--- src/rtl/tt_btn_conditioner.sv ---
// rtl/tt_btn_conditioner.sv - button synchroniser, debouncer, edge detector and step generator
// Auto-repeat (WAIT/REPEATING states and rcnt) exists only when BTN_REPEAT_EN is defined.
module tt_btn_conditioner #(
  parameter int SYNC_STAGES     = 2,
  parameter int DEBOUNCE_CYCLES = 16,
  parameter int REPEAT_DELAY    = 64,
  parameter int REPEAT_PERIOD   = 16
) (
  input  logic clk,
  input  logic rst_n,
  input  logic btn_raw,
  input  logic enable,
  output logic level,
  output logic press_pulse,
  output logic release_pulse,
  output logic step_pulse,
  output logic held
);

  localparam int DW = (DEBOUNCE_CYCLES > 1) ? $clog2(DEBOUNCE_CYCLES) : 1;
  localparam logic [DW-1:0] DCNT_MAX = DW'(DEBOUNCE_CYCLES - 1);

  // An illegal parameter set leaves the step generator permanently inert.
  localparam bit CFG_OK = (SYNC_STAGES >= 2) && (DEBOUNCE_CYCLES >= 1) &&
                          (REPEAT_DELAY >= 2) && (REPEAT_PERIOD >= 2);

  logic [SYNC_STAGES-1:0] sync_q;
  logic                   s;
  logic [DW-1:0]          dcnt_q, dcnt_d;
  logic                   level_q, level_d;
  logic                   press_q, release_q, step_q;
  logic                   rise, fall, run;

  always_ff @(posedge clk or negedge rst_n) begin
    if (!rst_n) begin
      sync_q <= '0;
    end else begin
      sync_q <= {sync_q[SYNC_STAGES-2:0], btn_raw};
    end
  end

  assign s = sync_q[SYNC_STAGES-1];

  always_comb begin
    level_d = level_q;
    dcnt_d  = dcnt_q;
    if (s == level_q) begin
      dcnt_d = '0;
    end else if (dcnt_q == DCNT_MAX) begin
      level_d = s;
      dcnt_d  = '0;
    end else begin
      dcnt_d = dcnt_q + 1'b1;
    end
  end

  assign rise = level_d & ~level_q;
  assign fall = ~level_d & level_q;
  assign run  = enable && CFG_OK;

  always_ff @(posedge clk or negedge rst_n) begin
    if (!rst_n) begin
      level_q   <= 1'b0;
      dcnt_q    <= '0;
      press_q   <= 1'b0;
      release_q <= 1'b0;
    end else begin
      level_q   <= level_d;
      dcnt_q    <= dcnt_d;
      press_q   <= rise;
      release_q <= fall;
    end
  end

`ifdef BTN_REPEAT_EN
  localparam int RMAX = (REPEAT_DELAY > REPEAT_PERIOD) ? REPEAT_DELAY : REPEAT_PERIOD;
  localparam int RW   = (RMAX > 1) ? $clog2(RMAX) : 1;
  localparam logic [RW-1:0] DELAY_MAX  = RW'(REPEAT_DELAY - 1);
  localparam logic [RW-1:0] PERIOD_MAX = RW'(REPEAT_PERIOD - 1);

  typedef enum logic [1:0] {
    ST_IDLE,
    ST_WAIT,
    ST_REPEATING
  } state_e;

  state_e        state_q;
  logic [RW-1:0] rcnt_q;
  logic          held_q;

  // A falling level or a dropped enable always wins over a repeat terminal count.
  always_ff @(posedge clk or negedge rst_n) begin
    if (!rst_n) begin
      state_q <= ST_IDLE;
      rcnt_q  <= '0;
      step_q  <= 1'b0;
      held_q  <= 1'b0;
    end else begin
      step_q <= 1'b0;
      if (!run || fall) begin
        state_q <= ST_IDLE;
        rcnt_q  <= '0;
        held_q  <= 1'b0;
      end else begin
        case (state_q)
          ST_IDLE: begin
            if (rise) begin
              state_q <= ST_WAIT;
              rcnt_q  <= '0;
              step_q  <= 1'b1;
            end
          end
          ST_WAIT: begin
            if (rcnt_q == DELAY_MAX) begin
              state_q <= ST_REPEATING;
              rcnt_q  <= '0;
              step_q  <= 1'b1;
              held_q  <= 1'b1;
            end else begin
              rcnt_q <= rcnt_q + 1'b1;
            end
          end
          ST_REPEATING: begin
            if (rcnt_q == PERIOD_MAX) begin
              rcnt_q <= '0;
              step_q <= 1'b1;
            end else begin
              rcnt_q <= rcnt_q + 1'b1;
            end
          end
          default: begin
            state_q <= ST_IDLE;
            rcnt_q  <= '0;
            held_q  <= 1'b0;
          end
        endcase
      end
    end
  end

  assign held = held_q;
`else
  always_ff @(posedge clk or negedge rst_n) begin
    if (!rst_n) begin
      step_q <= 1'b0;
    end else begin
      step_q <= rise & run;
    end
  end

  assign held = 1'b0;
`endif

  assign level         = level_q;
  assign press_pulse   = press_q;
  assign release_pulse = release_q;
  assign step_pulse    = step_q;

endmodule

--- config.mk ---
export PLATFORM = sky130hd
export DESIGN_NAME = tt_btn_conditioner
export DESIGN_NICKNAME = d
export VERILOG_FILES = /design/src/rtl/tt_btn_conditioner.sv
export SDC_FILE = /design/constraint.sdc
export NUM_CORES = 1
export LEC_CHECK = 0
export ABC_AREA = 1
export CAP_MARGIN = 0
export CELL_PAD_IN_SITES_DETAIL_PLACEMENT = 2
export CELL_PAD_IN_SITES_GLOBAL_PLACEMENT = 2
export CORE_MARGIN = 5
export CORE_UTILIZATION = 31
export CTS_BUF_LIST = sky130_fd_sc_hd__clkbuf_8
export CTS_CLUSTER_SIZE = 10
export DETAILED_ROUTE_END_ITERATION = 16
export GPL_TIMING_DRIVEN = 0
export PLACE_DENSITY = 0.87
export SLEW_MARGIN = 10
export SYNTH_ARGS = -nofsm -noshare
export SYNTH_HDL_FRONTEND = slang
export SYNTH_SLANG_ARGS = --single-unit
--- constraint.sdc ---
create_clock -name clk -period 1.5 [get_ports clk]
set_input_delay 0.3 -clock clk [delete_from_list [all_inputs] [get_ports clk]]
set_output_delay 0.3 -clock clk [all_outputs]
set_load 0.01 [all_outputs]
==> results.md <==
* Worst hold slack at 348.3 ps
* Synth Warn # at 0
* Initial antenna violation count at 0
* Share of post-route cells with drive strength above 1 at 17.02%
* Max Clk Rate at 722.7 MHz
* Area of the mapped netlist at between 400 and 500 um^2
* Most frequent cells in the layout: dfrtp_1 (10), nand2_1 (7), clkdlybuf4s50_1 (6), inv_1 (4)
* Vias in the first global route at 305
* Final period util at 92.25%
* Htree depth at 1
* Antenna viol nets, final at 0
* Initial core utilization at roughly a third
* Type of the worst min-delay path: reg2reg
* CP Depth at 1
* Num rows at 13
* Fin nets at 54
* CTS Root Buffer Type: clkbuf_8
* Hold Crit Start: sync_q[0]
* Synth unique cells at 16
* Worst Path Max Fanout at 1
* Vias at 281
* GPL Wtd Cong at 0.6191
* Fillers at 144
* Register bit total from synthesis at 10
* DRT Wirelength at approximately 870 um
* Status: complete, no violations
* Hold path depth at 0
* Cell family with most CP delay: buffers and inverters
* Footprint of the multi-input gates at 131.4 um^2
* Grt ovf at 0
* Clk sink count at 10
* Syn nets at 42
* Unrepaired setup endpoints after global routing: no
* Crit-path max cell delay at 530 ps
* Routed vias/inst at 4.532
* Setup violators final at 0
* TNS Setup at 0 ps
* Fin. Hold Viols at 0
* Final core occ at 42.31%
* Worst-path clk slew at 40 ps
* Pin count of the biggest net entering global routing at 11
* Setup Crit Path Kind: reg2out
* Total track usage at roughly a tenth
* CP endpoint kind: output pin
* Worst-Skew Late Latency at 230 ps
* Core box area at 1269 um^2
* Total power at 0.5941 mW
* CTS tree: built
* Flop2flop setup slack at 370 ps
* HPWL after detailed placement at about 620 um
* Post-route insts no fill at 62
* Buf/Inv on CP at 1
* CTS hold repair buffers at 0
* R2r startpoint: dcnt_q[0]
* Synth-to-Final Area Change at 32.82%
* Die Width at 46.11 um
* Minimum clock period at 1384 ps
* Arr. time, crit path at ~1100 ps
* Iteration-0 DRC Markers at 4
* Hold Path Sink: sync_q[1]
* Port bufs at 7
* Most common cell after layout, fill and taps aside: dfrtp_1
* Longest Clk Path Bufs at 2
* Sequential share of the synthesized area at about three fifths
* Antenna Diode Count at 0
* Power Dens Cells at roughly 1100 nW/um^2
* Max-cap viol count at 0
* Slew Viols, Final at 0
* Cells after Synth at 37
* Worst Skew at 1.267 ps
* First-pass GRT wire length at 1442 um
* Crit Reg-Reg Endpoint: dcnt_q[2]
* Placed instance count at 59
* DIE AREA at between 2000 and 2500 um^2
* Critical Path Start Type: register
* Worst R2R Path Depth at 4
* Synthesized area per cell at 10.92 um^2
* Crit path cell chain: clkdlybuf4s50_1
* CP required at roughly 1200 ps
* Pleak at 0.2685 nW
* Reg area at 250.2 um^2
* Number of remaining DRC errors at 0
* Slowest cell on crit path: clkdlybuf4s50_1
* Pre-Repair DR Iteration Count at 2
* Worst VDD drop at 0.5156 mV
* CTS buffer count at 3
* Ports at 9
* Die height at around 46 um
* Routed len/inst at 14.06 um
-- logic make-up after synthesis --
logic type                 Yosys count  share of synthesized area (%)
buffers and inverters                5                          5.572
other                                1                         0.9279
and+or+nand+nor                     18                          25.39
AOI/OAI and AO/OA                    2                          3.095
DFF                                 10                          61.92
adders and majority gates            1                          3.095
-- registers in the layout, indices dropped and copies added (netlist names) --
| signal | flops |
|---|---|
| dcnt_q | 4 |
| level | 1 |
| press_pulse | 1 |
| release_pulse | 1 |
| step_pulse | 1 |
| sync_q | 2 |
-- final cells by class --
| type | count | area share [%] |
|---|---|---|
| tap | 15 | 3.497 |
| sequential | 10 | 46.62 |
| multi-input combinational | 22 | 24.48 |
| timing repair buffer | 7 | 13.52 |
| clock buffer | 3 | 7.692 |
| buffer | 1 | 1.399 |
| inverter | 4 | 2.797 |
-- per-layer routing --
layer  vias to the layer above  GRT usage, %  part of all wire, %
li1                        134             -                    -
met1                       136         11.84                   42
met2                         9         16.21                   49
met3                         2         4.688                  7.2
met4                         0         5.114                 0.92
met5                         -             0                    0
-- per-stage QoR --
stage          setup slack (ps)  instance area (um^2)
4_1_cts                   34.09                 534.3
6_report                  116.2                 536.8
3_3_place_gp              285.8                 493.0
5_1_grt                   84.23                 536.8
2_1_floorplan             452.1                 404.1
3_5_place_dp              264.5                 493.0
-- power by group --
group          leakage [nW]  total, mW  switching, mW  internal, mW
sequential            0.133      0.290        0.00974         0.280
clock                0.0216      0.269         0.0938         0.175
combinational         0.114     0.0359         0.0188        0.0171
-- Yosys cell counts --
master | number | share of area (%)
dfrtp_1 | 10 | 62
nand2_1 | 7 | 6.5
inv_1 | 4 | 3.7
nor2_1 | 3 | 2.8
nand3_1 | 2 | 2.5
a21boi_0 | 1 | 1.9
buf_4 | 1 | 1.9
conb_1 | 1 | 0.93
ha_1 | 1 | 3.1
nand2_2 | 1 | 1.5
nand3_4 | 1 | 4.3
nand4_1 | 1 | 1.5
nor2_2 | 1 | 1.5
nor3b_2 | 1 | 3.1
o21ai_1 | 1 | 1.2
or2_0 | 1 | 1.5
-- what timing repair did --
item | 4_1_cts | 5_1_grt
setup buffers | 0 | 0
resized for setup | 0 | 1
endpoints found under the setup margin | 0 | 1
-- worst max path at each step --
stage	start	endpoint	slack (ps)
after detailed placement	level	level	260
after CTS	level	level	30
final	step_pulse	step_pulse	120
after floorplan	dcnt_q[0]	dcnt_q[2]	450
after global routing	press_pulse	press_pulse	80
after global placement	level	level	290
Power figures use the tool's default switching activity.
